### config.mk
export PLATFORM = sky130hd
export DESIGN_NAME = eq2_pair_driver
export DESIGN_NICKNAME = d
export VERILOG_FILES = /design/src/rtl/eq2_pair_driver.sv
export SDC_FILE = /design/constraint.sdc
export NUM_CORES = 1
export LEC_CHECK = 0
export CAP_MARGIN = 15
export CELL_PAD_IN_SITES_DETAIL_PLACEMENT = 1
export CELL_PAD_IN_SITES_GLOBAL_PLACEMENT = 1
export CORE_MARGIN = 2
export CORE_UTILIZATION = 35
export CTS_CLUSTER_SIZE = 30
export DETAILED_ROUTE_END_ITERATION = 10
export PLACE_DENSITY_LB_ADDON = 0.1
export SYNTH_ARGS = -nofsm -noshare
export SYNTH_HDL_FRONTEND = slang
export SYNTH_SLANG_ARGS = --single-unit
### constraint.sdc
create_clock -name clk -period 3.5 [get_ports clk]
set_clock_uncertainty 0.1 [all_clocks]
set_input_delay 0.7 -clock clk [delete_from_list [all_inputs] [get_ports clk]]
set_output_delay 0.7 -clock clk [all_outputs]
set_load 0.05 [all_outputs]
### src/rtl/eq2_pair_driver.sv
// Self-test driver for a W-bit equality comparator: walks every (a,b) pair,
// holds each for SETTLE cycles, samples aeqb_in and tallies matches and errors.
module eq2_pair_driver #(
  parameter int W      = 2,
  parameter int SETTLE = 2
) (
  input  logic           clk,
  input  logic           reset_n,
  input  logic           start,
  input  logic           abort,
  input  logic           aeqb_in,
  output logic [W-1:0]   a_out,
  output logic [W-1:0]   b_out,
  output logic           busy,
  output logic           done,
  output logic           pass,
  output logic [2*W:0]   eq_cnt,
  output logic [2*W:0]   err_cnt,
  output logic [W-1:0]   first_err_a,
  output logic [W-1:0]   first_err_b,
  output logic [1:0]     state_o
);

  localparam int PW = 2 * W;
  localparam int CW = 2 * W + 1;
  localparam int SW = (SETTLE > 1) ? $clog2(SETTLE) : 1;

  typedef enum logic [1:0] {IDLE = 2'd0, DRIVE = 2'd1, SAMPLE = 2'd2, DONE = 2'd3} state_t;

  state_t          state_q;
  logic [PW-1:0]   pair_q;
  logic [SW-1:0]   settle_q;
  logic            busy_q, done_q, pass_q;
  logic [CW-1:0]   eq_cnt_q, err_cnt_q;
  logic [W-1:0]    first_err_a_q, first_err_b_q;

  logic            exp_eq, is_err, is_last;
  logic [PW-1:0]   pair_d;
  logic [CW-1:0]   err_cnt_d;

  always_comb begin
    exp_eq    = (pair_q[PW-1:W] == pair_q[W-1:0]);
    is_err    = (aeqb_in != exp_eq);
    is_last   = (pair_q == {PW{1'b1}});
    pair_d    = pair_q + 1'b1;
    err_cnt_d = err_cnt_q + CW'(is_err);
  end

  always_ff @(posedge clk or negedge reset_n) begin
    if (!reset_n) begin
      state_q       <= IDLE;
      pair_q        <= '0;
      settle_q      <= '0;
      busy_q        <= 1'b0;
      done_q        <= 1'b0;
      pass_q        <= 1'b0;
      eq_cnt_q      <= '0;
      err_cnt_q     <= '0;
      first_err_a_q <= '0;
      first_err_b_q <= '0;
    end else begin
      case (state_q)
        IDLE: begin
          // abort outranks start here, so a simultaneous pair leaves us idle
          if (start && !abort) begin
            eq_cnt_q      <= '0;
            err_cnt_q     <= '0;
            first_err_a_q <= '0;
            first_err_b_q <= '0;
            pass_q        <= 1'b0;
            pair_q        <= '0;
            settle_q      <= '0;
            busy_q        <= 1'b1;
            state_q       <= DRIVE;
          end
        end
        DRIVE: begin
          if (abort) begin
            busy_q  <= 1'b0;
            state_q <= IDLE;
          end else if (settle_q == SW'(SETTLE - 1)) begin
            state_q <= SAMPLE;
          end else begin
            settle_q <= settle_q + 1'b1;
          end
        end
        SAMPLE: begin
          if (abort) begin
            busy_q  <= 1'b0;
            state_q <= IDLE;
          end else begin
            if (!is_err && exp_eq) eq_cnt_q <= eq_cnt_q + 1'b1;
            if (is_err) begin
              err_cnt_q <= err_cnt_d;
              if (err_cnt_q == '0) begin
                first_err_a_q <= pair_q[PW-1:W];
                first_err_b_q <= pair_q[W-1:0];
              end
            end
            if (is_last) begin
              busy_q  <= 1'b0;
              done_q  <= 1'b1;
              pass_q  <= (err_cnt_d == '0);
              state_q <= DONE;
            end else begin
              pair_q   <= pair_d;
              settle_q <= '0;
              state_q  <= DRIVE;
            end
          end
        end
        DONE: begin
          done_q  <= 1'b0;
          state_q <= IDLE;
        end
        default: state_q <= IDLE;
      endcase
    end
  end

  assign a_out       = pair_q[PW-1:W];
  assign b_out       = pair_q[W-1:0];
  assign busy        = busy_q;
  assign done        = done_q;
  assign pass        = pass_q;
  assign eq_cnt      = eq_cnt_q;
  assign err_cnt     = err_cnt_q;
  assign first_err_a = first_err_a_q;
  assign first_err_b = first_err_b_q;
  assign state_o     = state_q;

endmodule

* Yosys cells after proc, flatten, opt, wreduce, memory -nomap -nowiden
Cells that the tools add are included.
** Storage, ports and cells
- Flip-flop bits (word level) :: 24
- Bits in latches :: 0
- Bits in writable memories :: 0
- Bits in read-only memories :: 0
- Memories kept :: 0
** Operators by class
- Add/sub/neg operators :: 4
- $mul :: 0
- Divide/modulo/power cells :: 0
- Order comparisons :: 0
- Equal/unequal tests :: 17
- Shift-type cells :: 0
- Muxes and demuxes :: 43
- Bitwise operators :: 0
- Reductions and logical operators :: 19
** Operators by type and width (number)
- two-way mux 5 bit :: 5
- two-way mux 2 bit :: 12
- one-hot mux 5 bit (2 select lines) :: 2
- AND reduction 4 bit :: 5
- != test 2 bit (second input constant) :: 9
- two-way mux 1 bit :: 13
- two-way mux 4 bit :: 3
- zero test 5 bit :: 2
- AND reduction 5 bit :: 2
- one-hot mux 2 bit (2 select lines) :: 2
- one-hot mux 2 bit (4 select lines) :: 1
- one-hot mux 4 bit (2 select lines) :: 1
- != test 3 bit (second input constant) :: 2
- one-hot mux 1 bit (3 select lines) :: 2
- adder 5 x 1 -> 5 bit :: 1
- adder 5 x 1 -> 5 bit (second input constant) :: 1
- adder 4 x 1 -> 4 bit (second input constant) :: 1
- == test 2 bit (second input constant) :: 2
- == test 4 bit (second input constant) :: 1
- one-hot mux 1 bit (2 select lines) :: 2
- nonzero test 2 bit :: 2
- AND reduction 3 bit :: 1
- nonzero test 3 bit :: 1
- == test 2 x 1 -> 1 bit (second input constant) :: 1
- 7 further kinds :: 9

* Logic depth before layout (Yosys ltp)
Gate-level depths: netlist of the first run.
- Depth in word-level cells :: 7
- Depth in mapped cells :: 10

* Least setup slack after synthesis of the first run
Ideal clock, no wire load.
- Kind :: reg-to-reg
- From :: register pair_q[2]
- To :: register pass_q (netlist: pass)
- Arrival time :: 2.661 ns
- Data required time :: 3.333 ns
- Slack :: 0.672 ns
- Cell stages (with the launch flop) :: 11
- Cell sequence :: dfrtp_1 clkbuf_1 xor2_1 nor2_1 ha_1 ha_1 ha_1 xor2_1 or4_1 nor2_1 mux2_2
** Between the ends
- Word-level cells in the longest chain between the ends :: 7
** RTL lines
- start: declaration :: line 31 : logic [PW-1:0] pair_q;
- start signal: assignment :: line 106 : pair_q <= pair_d;
- == test 2 bit :: line 42 : exp_eq = (pair_q[PW-1:W] == pair_q[W-1:0]);
- != test 1 bit :: line 43 : is_err = (aeqb_in != exp_eq);
- adder 5 x 1 -> 5 bit :: line 46 : err_cnt_d = err_cnt_q + CW'(is_err);
- zero test 5 bit :: line 103 : pass_q <= (err_cnt_d == '0);
- two-way mux 1 bit :: line 100 : if (is_last) begin
- two-way mux 1 bit :: line 88 : if (abort) begin
- one-hot mux 1 bit (2 select lines) :: line 62 : case (state_q)
- end signal: assignment :: line 103
- end: declaration :: line 33 : logic busy_q, done_q, pass_q;
Parallel ways exist; a longest one is shown, timed or not. The select of a mux whose other input is x is not followed.
A chain may end at the register's enable or synchronous reset.

* Worst setup path in the final report of the first run
- From :: input port aeqb_in
- To :: register pass_q (netlist: pass)
** Between the ends
- Word-level cells in the longest chain between the ends :: 6
** RTL lines
- start: declaration :: line 11 : input logic aeqb_in,
- != test 1 bit :: line 43
- adder 5 x 1 -> 5 bit :: line 46
- zero test 5 bit :: line 103
- two-way mux 1 bit :: line 100
- two-way mux 1 bit :: line 88
- one-hot mux 1 bit (2 select lines) :: line 62
Every way passes these cells. The select of a mux whose other input is x is not followed.

==> implementation parameters, run 1 <==
Parameter                              Value

Synthesis
  Number of warnings printed during yosys synthesis    0
  Fraction of synthesis flops using an asynchronous set or reset pin    100%
  Synth unique cells    44
  Synthesized Nets    175
  Average footprint of a synthesized cell    9.52 um^2
  Biggest area consumer among synthesized cells    dfrtp_1
  Library cell with the highest instance count after synthesis    dfrtp_1
  Synthesized cell area    0.00152 mm^2
  Ys flop type    dfrtp_1
  Top cells by area, synth    dfrtp_1 39%, ha_1 8.2%, nand2_1 4.4%, a21oi_1 3.3%, nand3_1 3.3%
  Fraction of the yosys area taken by sequential cells    39.4%
  Cell count after synthesis    160
  Number of enable flip-flop cells after synthesis    0
  Most used standard cells in the synthesized netlist    24 x dfrtp_1, 18 x nand2_1
  Area share of the largest cell type after synthesis    39.4%
  Synth Register Bits    24

Clock tree
  CTS Hold Buffers Added    0
  TritonCTS Buffers    3
  Clock sink count    24
  TritonCTS clock tree    yes
  Number of levels in the clock H-tree    1
  Buffer cell driving the clock tree root    clkbuf_8
  Clock network latency to the later pin of the worst-skew pair    0.28 ns
  Post-cts repair resize count    0
  Post-CTS Setup Repair Bufs    0
  CTS max path bufs    2
  Clock transition at path regs    0.10 ns

STA
  Min cycle time layout    2.76 ns
  Fin. max-slew vios    0
  Sum of negative setup slack    0 ns
  Hold Violations, Final    0
  Min setup slack post-route    0.739 ns
  Transition time at the pin with the least slew margin    0.821 ns
  Period utilization    78.9%
  Setup repair after global routing missed its margin    false
  Maximum clock rate    362 MHz
  Final-report setup violation count    0
  Slew HR    45.3%

Floorplanning
  Standard-cell rows    23
  Total I/O pin count    28
  Die Area    0.00489 mm^2
  Die Ht    70.0 um
  Area of the placeable core    0.00409 mm^2
  Die X-Extent    70.0 um
  Initial core utilization    37.3%

Worst setup path
  Cell type of the slowest stage on the worst timing path    or4_1
  Peak fanout along the critical path    9
  Kind of start point of the critical path    input port
  Cell Chain, Critical Path    clkdlybuf4s50_1 > ha_1 > ha_1 > ha_1 > or4_1 > nor2_1 > mux2_2
  Cell occurring most often along the worst timing path    ha_1
  Arrival time at the worst endpoint    2.89 ns
  Kind of cell adding the most delay to the critical path    adder cells
  Setup Crit Path Kind    input port to flop
  CP max stage delay    0.51 ns
  Critical Path End Type    flop
  Crit path buffers/inverters    1
  Req. time, crit path    3.63 ns

Power and ir drop
  Portion of total power attributed to combinational logic    48.8%
  Clk pwr share    20.5%
  P per Cell Area    643 mW/mm^2
  Max rail drop VDD    0.000480 V
  Total internal power    686 uW
  Net switching power    531 uW
  Switching share of power    43.6%
  Leakage component of the power    0.000801 uW
  Sequential power share    30.7%

Route
  Routed WL per cell    16.4 um
  Final wirelength    3.86 mm
  Remaining number of nets flagged by the antenna check after routing    0
  Detailed router's first-iteration violation count    51
  Vias per cell    5.48
  Residual DRC count    0
  Detailed-route via count    1293
  Number of iterations in the first detailed-routing pass    4

GRT
  Antenna violations before repair    0
  Vias in the first global route    1320
  Wire length of the first global-routing pass    6.53 mm
  GRT overflow    0
  Overall Global Routing Usage    16.5%
  Pin count of the biggest net entering global routing    25

Finish
  Layout Nets    202
  Finished Cell Area    0.00189 mm^2
  Synth-to-Final Area Change    24.3%
  Sequential Area    601 um^2
  Number of antenna cells inserted    0
  Final-layout fill cell count    465
  Share of post-route cells with drive strength above 1    8.60%
  Non-Filler Instances    236
  Multi-input gate area in the final layout    843 um^2
  Util after Layout    46.3%

Place
  Quantity of I/O buffers inserted on ports    27
  Global placement routability congestion    0.723
  Post-placement cell area    0.00182 mm^2
  Worst-case setup slack after placement    0.473 ns
  Estimated wirelength of the detail-placed design    2.82 mm
  Placed instance count    232

Min path
  Worst min path class    flop to flop

Run
  Number of violations of the max-capacitance limit    0

Outcome
  Outcome    complete, no violations
[path summary, 6_finish.rpt]
path / startpoint / to / slack, ns / depth (start not counted)
setup / recovery: aeqb_in / pass / 0.74 / 7
hold / removal: first_err_b[0] / first_err_b[0] / 0.42 / 2
setup reg to reg: pair_q[3] / pass / 0.83 / 8
hold reg to reg: first_err_b[0] / first_err_b[0] / 0.42 / 2
max in group asynchronous: reset_n / err_cnt[2] / 2.37 / 2
min in group asynchronous: reset_n / first_err_a[0] / 0.68 / 2
[routing by layer]
layer / part of all wire [%] / track usage [%]
met4: 1.2 / 4.49
met5: 0 / 0
met1: 45 / 21.9
met2: 50 / 27.3
met3: 3.2 / 3.46
[placed cells by master, fill, tap and decap left out, types with 3 or more instances in the layout]
| cell type | instances |
|---|---|
| clkdlybuf4s50_1 | 27 |
| dfrtp_1 | 24 |
| nand2_1 | 18 |
| inv_1 | 10 |
| nand3_1 | 10 |
| a21oi_1 | 10 |
| ha_1 | 10 |
| nor2_1 | 8 |
| o21ai_0 | 7 |
| o211ai_2 | 4 |
| a31oi_1 | 4 |
| xor2_1 | 3 |
| nand2b_1 | 3 |
| xnor2_1 | 3 |
| mux2i_1 | 3 |
| nand4_1 | 3 |
| o22ai_1 | 3 |
| clkbuf_8 | 3 |
[registers in the layout, summed over array words and instances (netlist names), 2 cells and up]
signal,count
state_o,2
eq_cnt,5
pair_q,4
first_err_b,2
first_err_a,2
err_cnt,5
[power by group through the flow]
stage	Combinational [uW]	Sequential, uW	Clock [uW]
after floorplan	321	501	0
after global placement	577	376	0
after detailed placement	593	380	0
after CTS	600	374	259
after global routing	648	383	271
final	593	374	250
[worst register-to-register path, cell delays in order (launching register included)]
cell and delay, ns:
dfrtp_1 0.49, xor2_1 0.20, nor2_1 0.13, ha_1 0.34, ha_1 0.29, ha_1 0.33, or4_1 0.51, nor2_1 0.09
mux2_2 0.14
[cell families (layout without fill, tap and decap cells)]
logic type,Yosys count,after routing,synth area share (%)
AOI/OAI and AO/OA,38,38,17.4
xor gates and xnor gates,6,6,3.45
adders and majority gates,10,10,8.22
buffers and inverters,16,42,5.18
DFF,24,24,39.4
muxes,6,6,4.52
and+or+nand+nor,60,60,21.8
[per-stage QoR]
stage	hold slack (ns)	total power, uW
after floorplan	0.304	822
after global placement	0.395	953
after detailed placement	0.411	973
after CTS	0.433	1230
after global routing	0.455	1300
final	0.423	1220
[final cells by class]
class                           instances  area share (%)
Tap cell                               50            3.30
Sequential cell                        24            31.7
Timing Repair Buffer                   28            14.7
Inverter                               10            1.98
Clock inverter                          1            1.59
Clock buffer                            3            2.18
Multi-Input combinational cell        120            44.5
Note: power is estimated with default switching activity, not from simulation.
==> run 2: changes to the inputs <==
==> constraint.sdc (replaced) <==
create_clock -name clk -period 2.55 [get_ports clk]
set_clock_uncertainty 0.1 [all_clocks]
set_input_delay 0.51 -clock clk [delete_from_list [all_inputs] [get_ports clk]]
set_output_delay 0.51 -clock clk [all_outputs]
set_load 0.05 [all_outputs]
==> run 2 against run 1 <==
  * Critical path depth is 2 higher
  * Hold slack worse by 0.0044 ns
  * Setup slack worse by 0.56 ns
  * Cell area is 4.8% higher
  * Sequential power is 35% higher
  * Register-to-register slack worse by 0.65 ns
  * Flip-flop and latch count stayed put
==> implementation parameters, run 2 (synthesis gave the netlist of run 1 again) <==
Parameter                              Value

Worst setup path
  Worst R2R Start    pair_q[2]
  Cell type of the slowest stage on the worst timing path    dfrtp_2
  Setup Crit Path Kind    flop to flop
  CP max stage delay    0.48 ns
  Count of cells along the worst register-to-register path    9
  Kind of start point of the critical path    flop
  Req. time, crit path    2.66 ns
  Peak fanout along the critical path    8
  Flop2flop setup slack    0.18 ns
  Arrival time at the worst endpoint    2.48 ns
  Critical Path End Type    flop
  Critical register-to-register path endpoint    pass
  Cell Chain, Critical Path    xor2_1 > nor2_1 > ha_2 > ha_4 > ha_4 > xor2_1 > or4_1 > nor2_1 > mux2_2

Run
  Number of violations of the max-capacitance limit    0

Finish
  Number of antenna cells inserted    0
  Share of post-route cells with drive strength above 1    16.8%
  Leading cell types in the layout, fill and taps excluded    27 x clkdlybuf4s50_1, 20 x dfrtp_1, 18 x nand2_1
  Synth-to-Final Area Change    30.3%
  Most common library cell in the layout ignoring fill and taps    clkdlybuf4s50_1
  Util after Layout    48.6%
  Finished Cell Area    0.00198 mm^2
  Layout Nets    212
  Final-layout fill cell count    472

STA
  Final-report setup violation count    0
  Hold Violations, Final    0
  Min cycle time layout    2.37 ns
  Period utilization    92.9%
  Min setup slack post-route    0.181 ns
  Slew HR    66.0%
  Maximum clock rate    422 MHz
  Transition time at the pin with the least slew margin    0.508 ns
  Sum of negative setup slack    0 ns
  Setup repair after global routing missed its margin    false
  Fin. max-slew vios    0

Place
  Quantity of I/O buffers inserted on ports    27
  Global placement routability congestion    0.818
  Worst-case setup slack after placement    -0.0106 ns
  Estimated wirelength of the detail-placed design    3.07 mm
  Post-placement cell area    0.00193 mm^2

Power and ir drop
  P per Cell Area    855 mW/mm^2
  Max rail drop VDD    0.000433 V
  Leakage component of the power    0.000833 uW

Min path
  Endpoint of the worst hold-timing path    pass
  Worst min-delay path startpoint    pass
  Hold-critical path depth    1
  Worst min path class    flop to flop

GRT
  Pin count of the biggest net entering global routing    25
  Vias in the first global route    1483
  GRT overflow    0
  Wire length of the first global-routing pass    7.16 mm
  Antenna violations before repair    0
  Overall Global Routing Usage    18.1%

Floorplanning
  Total I/O pin count    28
  Die X-Extent    70.0 um
  Die Ht    70.0 um
  Initial core utilization    37.3%
  Area of the placeable core    0.00409 mm^2
  Standard-cell rows    23
  Die Area    0.00489 mm^2

Clock tree
  Clock sink count    24
  CTS max path bufs    2
  TritonCTS clock tree    yes
  CTS Hold Buffers Added    0
  Clock network latency to the later pin of the worst-skew pair    0.27 ns
  Number of levels in the clock H-tree    1
  Buffer cell driving the clock tree root    clkbuf_8
  Post-CTS Setup Repair Bufs    0
  Post-cts repair resize count    0
  TritonCTS Buffers    3
  Clock transition at path regs    0.10 ns

Route
  Routed WL per cell    16.7 um
  Residual DRC count    0
  Detailed router's first-iteration violation count    60
  Remaining number of nets flagged by the antenna check after routing    0
  Number of iterations in the first detailed-routing pass    3
  Final wirelength    4.11 mm
  Detailed-route via count    1316
  Vias per cell    5.35

Outcome
  Outcome    complete, no violations
-- run 2: worst max-delay path, delay by kind of cell, from the launching register on --
family / cells / cell delay (ns)
adder cells (fa/ha/maj): 3 / 0.65
AND/OR/NAND/NOR: 3 / 0.63
flip-flops: 1 / 0.48
XOR/XNOR: 2 / 0.31
multiplexers: 1 / 0.14
-- run 2: per-layer routing --
layer,share of wire [%],global-route usage [%],vias to the layer above
met1,49,23.4,650
met4,0.97,4.49,0
met3,1.9,2.16,4
li1,-,-,645
met2,48,31.9,17
met5,0,0,-
-- run 2: worst max-delay path by stage --
stage	start	to	slack, ns	depth (start not counted)
2_1_floorplan	pair_q[2]	pass	0.01	9
3_3_place_gp	aeqb_in	pass	0.02	7
3_5_place_dp	aeqb_in	pass	-0.01	7
4_1_cts	pair_q[2]	pass	0.16	8
5_1_grt	pair_q[2]	pass	0.05	9
6_report	pair_q[2]	pass	0.18	9
-- run 2: where the power goes --
group | switching [uW] | total [uW] | leakage [uW] | internal [uW]
Combinational | 561 | 918 | 0.000484 | 357
Sequential | 62.8 | 506 | 0.000319 | 443
Clock | 135 | 273 | 0.0000288 | 138
-- run 2: cell type report --
cell class / instances / area [um^2] / share of cell area, %
inverter: 10 / 37.5 / 1.89
clock buffer: 4 / 55.1 / 2.77
tap: 50 / 62.6 / 3.15
timing repair buffer: 38 / 353 / 17.8
multi-input combinational: 120 / 871 / 43.9
sequential: 24 / 606 / 30.5
-- run 2: through the flow --
step	hold WS [ns]	power (uW)	instances
6_report	0.419	1700	246
5_1_grt	0.458	1820	246
4_1_cts	0.421	1710	246
2_1_floorplan	0.114	1150	160
3_3_place_gp	0.397	1400	242
3_5_place_dp	0.399	1440	242
==> run 3: changes to the inputs <==
--- a/config.mk
+++ b/config.mk
@@ -10,6 +10,7 @@
 export CELL_PAD_IN_SITES_GLOBAL_PLACEMENT = 1
 export CORE_MARGIN = 2
 export CORE_UTILIZATION = 35
+export CTS_CLUSTER_DIAMETER = 40
 export CTS_CLUSTER_SIZE = 30
 export DETAILED_ROUTE_END_ITERATION = 10
 export PLACE_DENSITY_LB_ADDON = 0.1
==> results of run 3 <==
Final layout, timing and power as in run 2 (identical DEF).
